===== src/rtl/alu_shift_unit.sv =====
// Iterative shift/rotate unit that sits beside the ALU.
// The operand is shifted STEP bits per cycle. Result and N/Z/C/V flags are
// published together with a one-cycle done pulse.
// busy/done are registered views of the FSM state, so they trail it by one
// edge. The internal DONE state therefore precedes the visible done cycle, and
// a new request is taken in the IDLE cycle that carries the done pulse.
module alu_shift_unit #(
    parameter int W    = 16,
    parameter int STEP = 1
) (
    input  logic         clk,
    input  logic         rst,
    input  logic         start,
    input  logic [4:0]   alu_op,
    input  logic [W-1:0] operandA,
    input  logic [W-1:0] operandB,
    output logic         busy,
    output logic         done,
    output logic [W-1:0] resultAccumulator,
    output logic [3:0]   flags
);

    // Wide enough to hold the amount W itself.
    localparam int RW = $clog2(W + 1);
    localparam logic [RW-1:0] W_AMT    = RW'(W);
    localparam logic [RW-1:0] STEP_AMT = RW'(STEP);
    localparam logic [W-1:0]  W_OPB    = W'(W);

    localparam logic [4:0] OP_LSL = 5'b00001;
    localparam logic [4:0] OP_LSR = 5'b00010;
    localparam logic [4:0] OP_ASR = 5'b00011;
    localparam logic [4:0] OP_ROL = 5'b00100;
    localparam logic [4:0] OP_ROR = 5'b00101;

    typedef enum logic [1:0] {
        ST_IDLE  = 2'd0,
        ST_SHIFT = 2'd1,
        ST_DONE  = 2'd2
    } state_e;

    function automatic logic op_legal(input logic [4:0] op);
        logic ok;
        case (op)
            OP_LSL, OP_LSR, OP_ASR, OP_ROL, OP_ROR: ok = 1'b1;
            default:                                ok = 1'b0;
        endcase
        return ok;
    endfunction

    // Shifts saturate at W. Rotates wrap modulo W. operandB is always unsigned.
    function automatic logic [RW-1:0] eff_amount(input logic [4:0] op, input logic [W-1:0] b);
        logic [RW-1:0] amt;
        if (op == OP_ROL || op == OP_ROR) begin
            amt = RW'(b % W_OPB);
        end else if (b >= W_OPB) begin
            amt = W_AMT;
        end else begin
            amt = RW'(b);
        end
        return amt;
    endfunction

    // One partial shift by s bits (1 <= s <= W; s < W for rotates).
    function automatic logic [W-1:0] shift_step(input logic [4:0] op, input logic [W-1:0] data,
                                                input logic [RW-1:0] s);
        logic [W-1:0] r;
        case (op)
            OP_LSL:  r = data << s;
            OP_LSR:  r = data >> s;
            OP_ASR:  r = $unsigned($signed(data) >>> s);
            OP_ROL:  r = (data << s) | (data >> (W_AMT - s));
            OP_ROR:  r = (data >> s) | (data << (W_AMT - s));
            default: r = data;
        endcase
        return r;
    endfunction

    // Last bit leaving the word during a partial shift by s bits.
    function automatic logic step_carry(input logic [4:0] op, input logic [W-1:0] data,
                                        input logic [RW-1:0] s);
        logic [W-1:0] t;
        case (op)
            OP_LSL:         t = data >> (W_AMT - s);
            OP_LSR, OP_ASR: t = data >> (s - RW'(1));
            default:        t = {W{1'b0}};
        endcase
        return t[0];
    endfunction

    // Carry flag of a completed, non-zero-amount operation.
    function automatic logic final_carry(input logic [4:0] op, input logic [W-1:0] res,
                                         input logic sc);
        logic c;
        case (op)
            OP_ROR:                 c = res[W-1];
            OP_ROL:                 c = res[0];
            OP_LSL, OP_LSR, OP_ASR: c = sc;
            default:                c = 1'b0;
        endcase
        return c;
    endfunction

    state_e        state_q, state_d;
    logic [4:0]    op_q, op_d;
    logic [W-1:0]  data_q, data_d;
    logic [RW-1:0] rem_q, rem_d;
    logic          carry_q, carry_d;
    logic          ill_q, ill_d;
    logic          busy_q, busy_d;
    logic          done_q, done_d;
    logic [W-1:0]  result_q, result_d;
    logic [3:0]    flags_q, flags_d;

    logic [RW-1:0] n_s;
    logic [RW-1:0] step_s;
    logic [RW-1:0] rem_left_s;
    logic [W-1:0]  shifted_s;
    logic          step_c_s;

    // Datapath for the current cycle: amount decode and one partial shift.
    always_comb begin
        n_s        = eff_amount(alu_op, operandB);
        step_s     = (rem_q < STEP_AMT) ? rem_q : STEP_AMT;
        rem_left_s = rem_q - step_s;
        shifted_s  = shift_step(op_q, data_q, step_s);
        step_c_s   = step_carry(op_q, data_q, step_s);
    end

    // Next-state logic of the IDLE/SHIFT/DONE controller.
    always_comb begin
        state_d  = state_q;
        op_d     = op_q;
        data_d   = data_q;
        rem_d    = rem_q;
        carry_d  = carry_q;
        ill_d    = ill_q;
        busy_d   = (state_q == ST_SHIFT);
        done_d   = (state_q == ST_DONE);
        result_d = result_q;
        flags_d  = flags_q;
        case (state_q)
            ST_IDLE: begin
                if (start) begin
                    op_d    = alu_op;
                    data_d  = operandA;
                    carry_d = 1'b0;
                    ill_d   = ~op_legal(alu_op);
                    if (!op_legal(alu_op) || (n_s == {RW{1'b0}})) begin
                        rem_d   = {RW{1'b0}};
                        state_d = ST_DONE;
                    end else begin
                        rem_d   = n_s;
                        state_d = ST_SHIFT;
                    end
                end else begin
                    state_d = ST_IDLE;
                end
            end
            ST_SHIFT: begin
                data_d = shifted_s;
                rem_d  = rem_left_s;
                if (rem_left_s == {RW{1'b0}}) begin
                    carry_d = final_carry(op_q, shifted_s, step_c_s);
                    state_d = ST_DONE;
                end else begin
                    state_d = ST_SHIFT;
                end
            end
            ST_DONE: begin
                // Publish on the same edge that raises done.
                result_d = data_q;
                flags_d  = {data_q[W-1], (data_q == {W{1'b0}}), carry_q, ill_q};
                state_d  = ST_IDLE;
            end
            default: begin
                state_d = ST_IDLE;
            end
        endcase
    end

    // State and output registers with synchronous reset.
    always_ff @(posedge clk) begin
        if (rst) begin
            state_q  <= ST_IDLE;
            op_q     <= 5'b00000;
            data_q   <= {W{1'b0}};
            rem_q    <= {RW{1'b0}};
            carry_q  <= 1'b0;
            ill_q    <= 1'b0;
            busy_q   <= 1'b0;
            done_q   <= 1'b0;
            result_q <= {W{1'b0}};
            flags_q  <= 4'b0000;
        end else begin
            state_q  <= state_d;
            op_q     <= op_d;
            data_q   <= data_d;
            rem_q    <= rem_d;
            carry_q  <= carry_d;
            ill_q    <= ill_d;
            busy_q   <= busy_d;
            done_q   <= done_d;
            result_q <= result_d;
            flags_q  <= flags_d;
        end
    end

    assign busy              = busy_q;
    assign done              = done_q;
    assign resultAccumulator = result_q;
    assign flags             = flags_q;

endmodule


===== config.mk =====
export PLATFORM = sky130hd
export DESIGN_NAME = alu_shift_unit
export DESIGN_NICKNAME = d
export VERILOG_FILES = /design/src/rtl/alu_shift_unit.sv
export SDC_FILE = /design/constraint.sdc
export NUM_CORES = 1
export LEC_CHECK = 0
export BUFFER_PORTS_ARGS = -buffer_cell sky130_fd_sc_hd__buf_2
export CORE_MARGIN = 2
export CORE_UTILIZATION = 45
export CTS_CLUSTER_DIAMETER = 40
export DETAILED_ROUTE_END_ITERATION = 8
export PLACE_DENSITY = 0.67
export RECOVER_POWER = 100
export SLEW_MARGIN = 20
export SYNTH_ARGS = -nofsm -noshare
export SYNTH_HDL_FRONTEND = slang
export SYNTH_SLANG_ARGS = --single-unit

===== constraint.sdc =====
create_clock -name clk -period 3.4 [get_ports clk]
set_input_delay 0.68 -clock clk [delete_from_list [all_inputs] [get_ports clk]]
set_output_delay 0.68 -clock clk [all_outputs]
set_load 0.05 [all_outputs]

# Word level (Yosys, flattened, before mapping)
# Index checks and enable logic that the tools add are counted.
# totals
reg_bits	52
input_bits	40
output_inout_bits	22
wordCells	76
# op_classes
add_sub_neg	3
n_lt_le_gt_ge	2
eq_ne	15
shifts	6
n_mux	21
n_bitwise	3
reduce_logical	15
# op_table
op	n
16-bit one-hot mux with 5 select lines	1
16-bit bitwise OR	2
16-bit one-hot mux with 2 select lines	1
16-bit by 5-bit left shift with 16-bit output	2
16-bit by 5-bit right shift with 16-bit output	2
5-bit 2-to-1 mux	5
5-bit by 2-bit == test with 1-bit output (second input constant)	4
5-bit by 3-bit == test with 1-bit output (second input constant)	4
16-bit by 5-bit greater-or-equal comparator with 1-bit output (second input constant)	1
16-bit logical NOT	1
16-bit 2-to-1 mux	1
16-bit by 5-bit right shift with 1-bit output	1
16-bit by 5-bit >>> shifter with 16-bit output	1
5-bit by 1-bit == test with 1-bit output (second input constant)	2
5-bit logical NOT	2
5-bit one-hot mux with 2 select lines	1
2-bit 2-to-1 mux	3
6-bit by 1-bit != test with 1-bit output (second input constant)	1
3-bit AND reduction	2
5-bit by 1-bit less-than comparator with 1-bit output (second input constant)	1
1-bit 2-to-1 mux	5
5-bit OR reduction	1
5-bit by 1-bit subtractor with 5-bit output (second input constant)	1
5-bit subtractor	1
16 further kinds	19

# Depth between registers and ports, before layout
# Gate-level depths: netlist (run 1).
# depth
ltp_word	10
depth_mapped	12

# Worst setup path after synthesis (run 1)
# No wires, ideal clock.
# synth_path
path_type	reg2reg
from	register rem_q[1]
to	register data_q[14]
setup_time_ns	0.129
arrival_time_ns	2.426
t_required_ns	3.271
setup_slack_ns	0.845
path_stages_with_launch	12
path_buffers	3
period_less_slack_ns	2.555
cell_sequence	dfxtp_1 > nor4_4 > nand2_2 > inv_2 > buf_2 > ha_1 > buf_2 > buf_1 > nand3_1 > o21ai_0 > a2111oi_0 > o41ai_1
# synth_via
elab_chain_len	7
# synth_rtl
item	line	text
start: declaration	106	logic [RW-1:0] rem_q, rem_d;
start signal: assignment	187	rem_q <= {RW{1'b0}};
start signal: assignment	198	rem_q <= rem_d;
5-bit by 1-bit less-than comparator with 1-bit output	123	step_s = (rem_q < STEP_AMT) ? rem_q : STEP_AMT;
5-bit 2-to-1 mux (*)	123	
5-bit subtractor	71, 72	
16-bit by 5-bit left shift with 16-bit output / 16-bit by 5-bit right shift with 16-bit output (equally long branches)	-	
16-bit bitwise OR (on tied branches)	72, 71	
16-bit one-hot mux with 5 select lines (*)	67	case (op)
16-bit one-hot mux with 2 select lines (*)	141	case (state_q)
end signal: assignment	186	data_q <= {W{1'b0}};
end signal: assignment	197	data_q <= data_d;
end: declaration	105	logic [W-1:0] data_q, data_d;
# Every way passes the cells marked *; elsewhere a longest branch is shown, timed or not.
# A chain may end at the register's enable or synchronous reset.

# Worst setup path in the final report (run 1)
# layout_path
from	register rem_q[1]
to	register carry_q
# layout_via
elab_chain_len	9
# layout_rtl
item	line	text
5-bit by 1-bit less-than comparator with 1-bit output	123	
5-bit 2-to-1 mux	123	
5-bit subtractor	71, 72, 83	
16-bit by 5-bit left shift with 16-bit output / 16-bit by 5-bit right shift with 16-bit output (equally long branches)	72, 83	
16-bit bitwise OR (on tied branches)	72, 71	
16-bit one-hot mux with 5 select lines	67	
1-bit one-hot mux with 3 select lines	94	case (op)
1-bit 2-to-1 mux	162	if (rem_left_s == {RW{1'b0}}) begin
1-bit one-hot mux with 2 select lines	141	
end signal: assignment	199	carry_q <= carry_d;
end: declaration	107	logic carry_q, carry_d;
# Several ways; a longest one is shown, not always the timed one. The select of a mux whose other input is x is not followed.

==> reports/qor.yml, run 1 <==
run_status:
  outcome: "completed"
pwr:
  p_per_area_nw_per_um2: 439
  p_int_mw: 1.02
  switching_share_pct: 36.1
  p_leak_nw: 1.29
  seqPwrFrac_pct: 43.3
  p_clk_share_pct: 27.3
  p_comb_share_pct: 29.4
  peakVddDrop_v: 0.000173
  switching_power_mw: 0.577
timing:
  finalHoldViolations: 0
  layout_setup_ws_ns: 0.456
  slew_viol_final: 0
  slew_headroom_pct: 25.2
  grt_setup_unrepaired: "false"
  skew_ns: 0.0121
  period_needed_ns: 2.94
  period_share_pct: 86.6
  fin_setup_tns_ns: 0
  tightest_slew_ns: 1.09
  timing.fmax_mhz: 340
  holdWs_ns: 0.461
  finalSetupViolCount: 0
placed_design:
  finalWeightedCongestion: 1.01
  dpl.hpwl_um: 6750
  dpl_worst_slack_ns: 0.798
  io_buffers: 61
  dpl_cell_area_sq_um: 3580
critical_path:
  required_ns: 3.60
  startpoint_type: "register"
  rrSetupSlack_ns: 0.46
  r2r_end: "carry_q$_SDFFE_PP0P_"
  crit_path_top_delay_cell: "nor4_1"
  critPathBufInv: 1
  rr_worst_depth: 10
  path_delay_family: "simple AND/OR/NAND/NOR gates"
  cp_data_arrival_time_ns: 3.14
  worstSetupPathType: "reg -> reg"
  max_stage_delay_ns: 0.60
  critPathMaxFanout: 18
  crit_chain: "nor4_1 > nand2_2 > inv_1 > ha_1 > mux2_1 > a21oi_1 > a211oi_1 > a41o_1 > a22oi_1 > o21ai_0"
  r2r-start: "rem_q[1]$_SDFFE_PP0P_"
  endpoint_kind: "register"
synthesis:
  yosys.area_share.simple_pct: 25.9
  synth_edf_count: 0
  synthArstFlopShare_pct: 0
  synth_flop_cell: "dfxtp_1"
  synth_fa_ha_area_share_pct: 1.14
  synth_warnings: 0
  synth_cell_types: 63
  synth-xor-area-share_pct: 0.796
  synth_nets: 487
  syn_area_sq_um: 3300
  synth_top_family_by_area: "compound AO/OA/AOI/OAI gates"
  synth.area.mux_share_pct: 7.62
  synthCells: 444
  ys_seq_elements: 51
  synth.yosys.seq_area_share_pct: 30.9
  synth_compound_area_share_pct: 26.1
  synth_area_per_cell_sq_um: 7.43
final_layout:
  n_antenna_cell: 0
  fin_area_sq_um: 3640
  fin_nets: 515
  syn2layout_area_growth_pct: 10.3
  layout_common_cells: "nand2_1, a21oi_1, dfxtp_1"
  finish.utilization_pct: 50.7
  drive_gt1_share_pct: 15.0
  final_common_cell: "nand2_1"
grt:
  grt-ovfl-total: 0
  grt_pass1_wl_um: 15700
  met3_usage_pct: 4.02
  grt_max_degree: 55
  grt_pass1_vias: 3101
  grtUsageMet1_pct: 33.1
  busiest_layer: "met2"
  grtUsageTotal_pct: 25.4
  antenna_found_initial: 0
  met2_usage_pct: 41.0
worst_hold_path:
  whs_path_depth: 2
  min_from: "ill_q$_SDFFE_PP0P_"
  worstHoldEndpoint: "flags[0]$_SDFFE_PP0P_"
  min_path_type: "reg -> reg"
die:
  initial_core_util_pct: 46.0
  io_pins: 62
  die_y_um: 89.6
  die_w_um: 89.6
  fp-row-count: 31
  coreArea_sq_um: 7180
  dieArea_sq_um: 8030
route:
  drtIter0Drc: 363
  drc: 0
  wl_per_cell_um: 17.3
  dr.pass1.iters: 6
  via_count: 3524
  ant_nets: 0
  routed_via_density: 6.17
  wl_um: 9880
clock_network:
  cts_buffer_depth: 2
  cts_sinks: 51
  hold_buffers: 0
  cts.clk_slew.worst_paths_ns: 0.09
  cts_buffers: 5
  cts_tree: "done"
  clock_latency_ns: 0.32
  h-tree-depth: 2
  cts_root_buf: "clkbuf_8"
  post_cts_buffers: 0
  cts_resized: 0
flow_run:
  drv_cap: 0
## area by class of cell
type | instances | area, sq um
clock buffers | 5 | 68.8
clock inverters | 2 | 37.5
fillers | 731 | 3540
inverters | 7 | 26.3
multi-input cells | 337 | 2020
flip-flops and latches | 51 | 1020
well taps | 99 | 124
repair buffers | 70 | 340
## kinds of logic (layout without fill, tap and decap cells)
group | count (synthesis) | count (layout)
buffers and inverters | 56 | 84
adder cells (fa/ha/maj) | 3 | 3
XOR/XNOR | 3 | 3
other | 1 | 1
flip-flops | 51 | 51
AO/OA/AOI/OAI | 134 | 134
multiplexers | 22 | 22
AND/OR/NAND/NOR | 174 | 174
## Yosys cell counts, types with 4 or more instances
master / instances / share of area [%]
inv_1: 6 / 0.68
a22oi_1: 11 / 2.5
mux2_2: 5 / 1.7
a31oi_1: 4 / 0.76
a221oi_1: 9 / 2.4
and3_1: 5 / 0.95
buf_2: 12 / 1.8
nor3_1: 10 / 1.5
a211oi_1: 4 / 0.91
o22ai_1: 5 / 0.95
o21ai_0: 21 / 3.2
a21oi_1: 52 / 7.9
buf_1: 4 / 0.45
clkbuf_1: 30 / 3.4
nand3_1: 13 / 2.0
dfxtp_1: 51 / 31
nor2_1: 30 / 3.4
mux2i_1: 15 / 4.6
nor2b_1: 6 / 1.1
nand2_1: 74 / 8.4
a311oi_1: 4 / 1.1
nor4_1: 10 / 1.9
## routing by layer
| layer | part of all wire [%] | up-vias | routed length, um |
|---|---|---|---|
| met2 | 45 | 213 | 4500 |
| met5 | 0 | - | 0 |
| li1 | - | 1656 | - |
| met4 | 3.5 | 0 | 350 |
| met1 | 42 | 1619 | 4190 |
| met3 | 8.6 | 36 | 845 |
## power by group through the flow
stage          registers (mW)  clock network [mW]  logic [mW]
2_1_floorplan           0.676                   0       0.382
3_3_place_gp            0.704                   0       0.465
3_5_place_dp            0.704                   0       0.467
4_1_cts                 0.690               0.442       0.469
5_1_grt                 0.697               0.463       0.518
6_report                0.692               0.436       0.470
## tightest hold or removal path: cells and delay by family, from the launching register on
kind / cells / cell delay, ns
simple gates: 1 / 0.05
flops: 1 / 0.32
compound gates: 1 / 0.05
## worst max-delay path by stage
stage                          start                       to  slack [ns]  depth (start not counted)
2_1_floorplan  rem_q[1]$_SDFFE_PP0P_  data_q[14]$_SDFFE_PP0P_        0.84                         11
3_3_place_gp   rem_q[1]$_SDFFE_PP0P_     carry_q$_SDFFE_PP0P_        0.86                         10
3_5_place_dp   rem_q[1]$_SDFFE_PP0P_     carry_q$_SDFFE_PP0P_        0.80                         10
4_1_cts        rem_q[1]$_SDFFE_PP0P_     carry_q$_SDFFE_PP0P_        0.76                         10
5_1_grt        rem_q[1]$_SDFFE_PP0P_     carry_q$_SDFFE_PP0P_        0.27                         10
6_report       rem_q[1]$_SDFFE_PP0P_     carry_q$_SDFFE_PP0P_        0.46                         10
## registers in the layout, indices dropped and copies added (netlist names), 2 cells and up
signal,cells
rem_q,5
state_q,2
op_q,5
resultAccumulator,16
flags,3
data_q,16
## metrics by stage
stage | total power, mW | cells
after floorplan | 1.06 | 444
after global placement | 1.17 | 564
after detailed placement | 1.17 | 564
after CTS | 1.60 | 571
after global routing | 1.68 | 571
final | 1.60 | 571
(Power assumes the default switching activity.)
==> inputs of run 2 (changes only) <==
- CORE_UTILIZATION: 45 -> 55
- CTS_CLUSTER_SIZE: default -> 10
- PLACE_DENSITY: 0.67 -> 0.79
==> reports/qor.yml, run 2 (synthesized netlist as in run 1, its figures left out) <==
pwr:
  switching_power_mw: 0.561  # was 0.577 mW
  p_leak_nw: 1.30  # was 1.29 nW
  p_clk_share_pct: 26.4  # was 27.3%
  switching_share_pct: 35.4  # was 36.1%
  peakVddDrop_v: 0.000224  # was 0.000173 V
  seqPwrFrac_pct: 43.8  # was 43.3%
  p_int_mw: 1.02  # about the same
  p_comb_share_pct: 29.7  # was 29.4%
  p_per_area_nw_per_um2: 437  # was 439 nW/um^2
clock_network:
  cts_buffer_depth: 2  # unchanged
  clock_latency_ns: 0.31  # was 0.32 ns
  cts_buffers: 5  # unchanged
  cts_resized: 0  # unchanged
  hold_buffers: 0  # unchanged
  cts_tree: "done"  # unchanged
  cts_sinks: 51  # unchanged
  cts.clk_slew.worst_paths_ns: 0.09  # about the same
  h-tree-depth: 2  # unchanged
  post_cts_buffers: 0  # unchanged
  cts_root_buf: "clkbuf_8"  # unchanged
worst_hold_path:
  worstHoldEndpoint: "resultAccumulator[1]$_SDFFE_PP0P_"  # was flags[0]$_SDFFE_PP0P_
  min_path_type: "reg -> reg"  # unchanged
  whs_path_depth: 2  # unchanged
  min_from: "resultAccumulator[1]$_SDFFE_PP0P_"  # was ill_q$_SDFFE_PP0P_
critical_path:
  rrSetupSlack_ns: 0.55  # was 0.46 ns
  worstSetupPathType: "reg -> reg"  # unchanged
  required_ns: 3.62  # was 3.60 ns
  rr_worst_depth: 9  # was 10
  cp_data_arrival_time_ns: 3.08  # was 3.14 ns
  startpoint_type: "register"  # unchanged
  r2r-start: "rem_q[1]$_SDFFE_PP0P_"  # unchanged
  r2r_end: "data_q[0]$_SDFFE_PP0P_"  # was carry_q$_SDFFE_PP0P_
  critPathMaxFanout: 26  # was 18
  endpoint_kind: "register"  # unchanged
route:
  drc: 0  # unchanged
  wl_per_cell_um: 17.3  # about the same
  routed_via_density: 6.36  # was 6.17
  via_count: 3480  # was 3,524
  dr.pass1.iters: 6  # unchanged
  ant_nets: 0  # unchanged
  drtIter0Drc: 478  # was 363
  wl_um: 9480  # was 9880 um
die:
  dieArea_sq_um: 6630  # was 8030 sq um
  io_pins: 62  # unchanged
  coreArea_sq_um: 5850  # was 7180 sq um
  die_y_um: 81.5  # was 89.6 um
  initial_core_util_pct: 56.4  # was 46.0%
  fp-row-count: 28  # was 31
  die_w_um: 81.5  # was 89.6 um
timing:
  fin_setup_tns_ns: 0  # unchanged
  tightest_slew_ns: 1.14  # was 1.09 ns
  timing.fmax_mhz: 350  # was 340 MHz
  finalSetupViolCount: 0  # unchanged
  finalHoldViolations: 0  # unchanged
  slew_headroom_pct: 22.1  # was 25.2%
  grt_setup_unrepaired: "false"  # unchanged
  period_share_pct: 83.9  # was 86.6%
  slew_viol_final: 0  # unchanged
  skew_ns: 0.0111  # was 0.0121 ns
  period_needed_ns: 2.85  # was 2.94 ns
placed_design:
  dpl.hpwl_um: 6550  # was 6750 um
  io_buffers: 61  # unchanged
  finalWeightedCongestion: 0.999  # was 1.01
  post-place-cells: 540  # was 564
  dpl_cell_area_sq_um: 3550  # was 3580 sq um
grt:
  grtUsageMet1_pct: 37.8  # was 33.1%
  grt_pass1_wl_um: 15000  # was 15,700 um
  met3_usage_pct: 5.71  # was 4.02%
  antenna_found_initial: 0  # unchanged
  grt-ovfl-total: 0  # unchanged
  grtUsageTotal_pct: 29.1  # was 25.4%
  met2_usage_pct: 48.0  # was 41.0%
  grt_max_degree: 55  # unchanged
  grt_pass1_vias: 3064  # was 3,101
  busiest_layer: "met2"  # unchanged
run_status:
  outcome: "completed"  # unchanged
final_layout:
  layout_common_cells: "nand2_1, a21oi_1, dfxtp_1"  # unchanged
  final_common_cell: "nand2_1"  # unchanged
  fin_nets: 515  # unchanged
  finish.utilization_pct: 61.9  # was 50.7%
  fin_area_sq_um: 3620  # was 3640 sq um
  drive_gt1_share_pct: 15.3  # was 15.0%
  syn2layout_area_growth_pct: 9.82  # was 10.3%
  stdcell_count: 547  # was 571
  n_antenna_cell: 0  # unchanged
flow_run:
  drv_cap: 0  # unchanged
-- run 2: cell types whose count changed in the layout (fill, tap and decap cells not counted) --
| cell | before | now |
|---|---|---|
| nor4_1 | 11 | 10 |
| nor4_4 | 0 | 1 |
-- run 2: stage by stage --
stage,power (mW),hold WS [ns],setup slack (ns)
6_report,1.58,0.458,0.546
5_1_grt,1.66,0.482,0.339
4_1_cts,1.58,0.460,0.592
3_5_place_dp,1.17,0.446,0.619
3_3_place_gp,1.16,0.440,0.723
2_1_floorplan,1.06,0.432,0.845
-- run 2: layout make-up --
cell class              instances  area, sq um
clock buffers                   5         68.8
well taps                      75         93.8
clock inverters                 2         37.5
multi-input cells             337         2040
fillers                       581         2230
repair buffers                 70          340
flip-flops and latches         51         1020
inverters                       7         26.3
-- run 2: per-layer routing --
metal	up-vias	part of all wire, %
met5	-	0
met4	0	3.2
met3	43	8.8
met2	208	46
met1	1564	42
li1	1665	-
-- run 2: how the worst max path moves through the flow --
stage / from / end / slack [ns] / cells past startpoint
floorplan: rem_q[1]$_SDFFE_PP0P_ / data_q[14]$_SDFFE_PP0P_ / 0.84 / 11
global placement: rem_q[1]$_SDFFE_PP0P_ / carry_q$_SDFFE_PP0P_ / 0.72 / 10
detailed placement: rem_q[1]$_SDFFE_PP0P_ / data_q[15]$_SDFFE_PP0P_ / 0.62 / 10
CTS: rem_q[1]$_SDFFE_PP0P_ / data_q[15]$_SDFFE_PP0P_ / 0.59 / 10
global route: rem_q[1]$_SDFFE_PP0P_ / data_q[0]$_SDFFE_PP0P_ / 0.34 / 10
finish: rem_q[1]$_SDFFE_PP0P_ / data_q[0]$_SDFFE_PP0P_ / 0.55 / 9
-- run 2: critical path, cell delays in order, from the launching register on --
cell	delay [ns]
dfxtp_1	0.47
nor4_4	0.10
nand2_2	0.08
inv_1	0.05
ha_1	0.88
mux2i_1	0.27
o31ai_1	0.34
a21oi_1	0.11
a311o_1	0.34
a21oi_1	0.13
-- run 2: power by group through the flow --
stage	Clock [mW]	Sequential [mW]	Combinational [mW]
final	0.419	0.694	0.471
after global routing	0.449	0.697	0.512
after detailed placement	0	0.704	0.463
after global placement	0	0.702	0.456
after CTS	0.426	0.690	0.466
after floorplan	0	0.676	0.382
==> inputs of run 3 (changes only) <==
- CORE_UTILIZATION: 55 -> 51
- PLACE_DENSITY: 0.79 -> 0.77
- clock period: 3.4 -> 2.29 ns (I/O delays scaled with it)
==> reports/qor.yml, run 3 (synthesized netlist as in run 1, its figures left out) <==
placed_design:
  io_buffers: 61  # unchanged
  dpl_worst_slack_ns: 0.143  # was 0.619 ns
  finalWeightedCongestion: 0.972  # was 0.999
  dpl.hpwl_um: 6930  # was 6550 um
  dpl_cell_area_sq_um: 3700  # was 3550 sq um
clock_network:
  cts.clk_slew.worst_paths_ns: 0.09  # about the same
  cts_tree: "done"  # unchanged
  cts_resized: 0  # unchanged
  cts_sinks: 51  # unchanged
  hold_buffers: 0  # unchanged
  cts_root_buf: "clkbuf_8"  # unchanged
  cts_buffers: 5  # unchanged
  clock_latency_ns: 0.31  # about the same
  cts_buffer_depth: 2  # unchanged
  post_cts_buffers: 0  # unchanged
  h-tree-depth: 2  # unchanged
die:
  initial_core_util_pct: 52.3  # was 56.4%
  die_y_um: 84.4  # was 81.5 um
  coreArea_sq_um: 6310  # was 5850 sq um
  dieArea_sq_um: 7130  # was 6630 sq um
  die_w_um: 84.4  # was 81.5 um
  fp-row-count: 29  # was 28
  io_pins: 62  # unchanged
final_layout:
  layout_common_cells: "nand2_1, a21oi_1, dfxtp_1"  # unchanged
  drive_gt1_share_pct: 19.7  # was 15.3%
  n_antenna_cell: 0  # unchanged
  final_common_cell: "nand2_1"  # unchanged
  fin_nets: 530  # was 515
  fin_area_sq_um: 3760  # was 3620 sq um
  syn2layout_area_growth_pct: 14.0  # was 9.82%
timing:
  finalSetupViolCount: 0  # unchanged
  timing.fmax_mhz: 466  # was 350 MHz
  period_needed_ns: 2.15  # was 2.85 ns
  period_share_pct: 93.8  # was 83.9%
  slew_viol_final: 0  # unchanged
  finalHoldViolations: 0  # unchanged
  grt_setup_unrepaired: "true"  # was false
  holdWs_ns: 0.395  # was 0.458 ns
  tightest_slew_ns: 0.811  # was 1.14 ns
  layout_setup_ws_ns: 0.143  # was 0.546 ns
  skew_ns: 0.00814  # was 0.0111 ns
  slew_headroom_pct: 45.9  # was 22.1%
worst_hold_path:
  min_path_type: "in -> reg"  # was reg -> reg
  min_from: "alu_op[0]"  # was resultAccumulator[1]$_SDFFE_PP0P_
route:
  drc: 0  # unchanged
  via_count: 3623  # was 3,480
  routed_via_density: 6.42  # was 6.36
  wl_um: 9980  # was 9480 um
  drtIter0Drc: 620  # was 478
  dr.pass1.iters: 6  # unchanged
  ant_nets: 0  # unchanged
  wl_per_cell_um: 17.7  # was 17.3 um
run_status:
  outcome: "completed"  # unchanged
critical_path:
  critPathMaxFanout: 17  # was 26
  worstSetupPathType: "reg -> reg"  # unchanged
  startpoint_type: "register"  # unchanged
  r2r-start: "rem_q[1]$_SDFFE_PP0P_"  # unchanged
  cp-startpoint: "rem_q[1]$_SDFFE_PP0P_"  # unchanged
  endpoint_kind: "register"  # unchanged
  required_ns: 2.49  # was 3.62 ns
  cp_data_arrival_time_ns: 2.35  # was 3.08 ns
pwr:
  p_leak_nw: 1.37  # was 1.30 nW
  peakVddDrop_v: 0.000351  # was 0.000224 V
  total_power_mw: 2.40  # was 1.58 mW
  p_per_area_nw_per_um2: 638  # was 437 nW/um^2
flow_run:
  drv_cap: 0  # unchanged
grt:
  grt_pass1_vias: 3450  # was 3,064
  antenna_found_initial: 0  # unchanged
  grt_max_degree: 35  # was 55
  grt_pass1_wl_um: 16400  # was 15,000 um
  grtUsageTotal_pct: 27.9  # was 29.1%
  grt-ovfl-total: 0  # unchanged
-- run 3: changes by cell type in the layout (fill, tap and decap cells not counted), moves of 2 or more --
cell	before	now
dfxtp_1	51	47
buf_4	8	20
dfxtp_2	0	3
inv_1	7	5
-- run 3: cell type report --
| type | count | area, sq um |
|---|---|---|
| clock buffer | 6 | 93.8 |
| clock inverter | 1 | 7.51 |
| fill | 623 | 2550 |
| inverter | 7 | 28.8 |
| multi-input combinational | 337 | 2060 |
| sequential | 51 | 1030 |
| tap | 77 | 96.3 |
| timing repair buffer | 85 | 444 |
-- run 3: metal layers --
| metal | vias up | part of all wire [%] | track usage [%] |
|---|---|---|---|
| met5 | - | 0 | 0 |
| met4 | 0 | 4.2 | 15.4 |
| met3 | 57 | 9.3 | 5.70 |
| met2 | 213 | 46 | 45.0 |
| met1 | 1660 | 41 | 34.8 |
| li1 | 1693 | - | - |
-- run 3: report_power, final --
part	internal (mW)	switching [mW]	total, mW
combinational	0.316	0.460	0.776
sequential	0.932	0.0938	1.03
clock	0.276	0.321	0.597
total	1.52	0.874	2.40
-- run 3: worst paths after layout --
kind,endpoint,slack [ns],cells past startpoint
max reg2reg,carry_q$_SDFFE_PP0P_,0.14,10
max,carry_q$_SDFFE_PP0P_,0.14,10
min,op_q[0]$_SDFFE_PP0P_,0.39,3
min reg2reg,resultAccumulator[6]$_SDFFE_PP0P_,0.46,2
-- run 3: critical path: stages (launching register included) --
cell and delay, ns:
dfxtp_2 0.36, nor4_4 0.30, nand2_2 0.11, inv_4 0.07
ha_4 0.25, mux2_4 0.33, a21oi_2 0.12, a211oi_2 0.05
a41o_1 0.22, a22oi_1 0.14, o21ai_1 0.08
-- run 3: through the flow --
step	cells	TNS (ns)	utilization, %
after floorplan	444	0	-
after global placement	557	0	58.5
after detailed placement	557	0	58.5
after CTS	564	0	60.1
after global routing	564	-0.0286	59.6
final	564	0	59.6
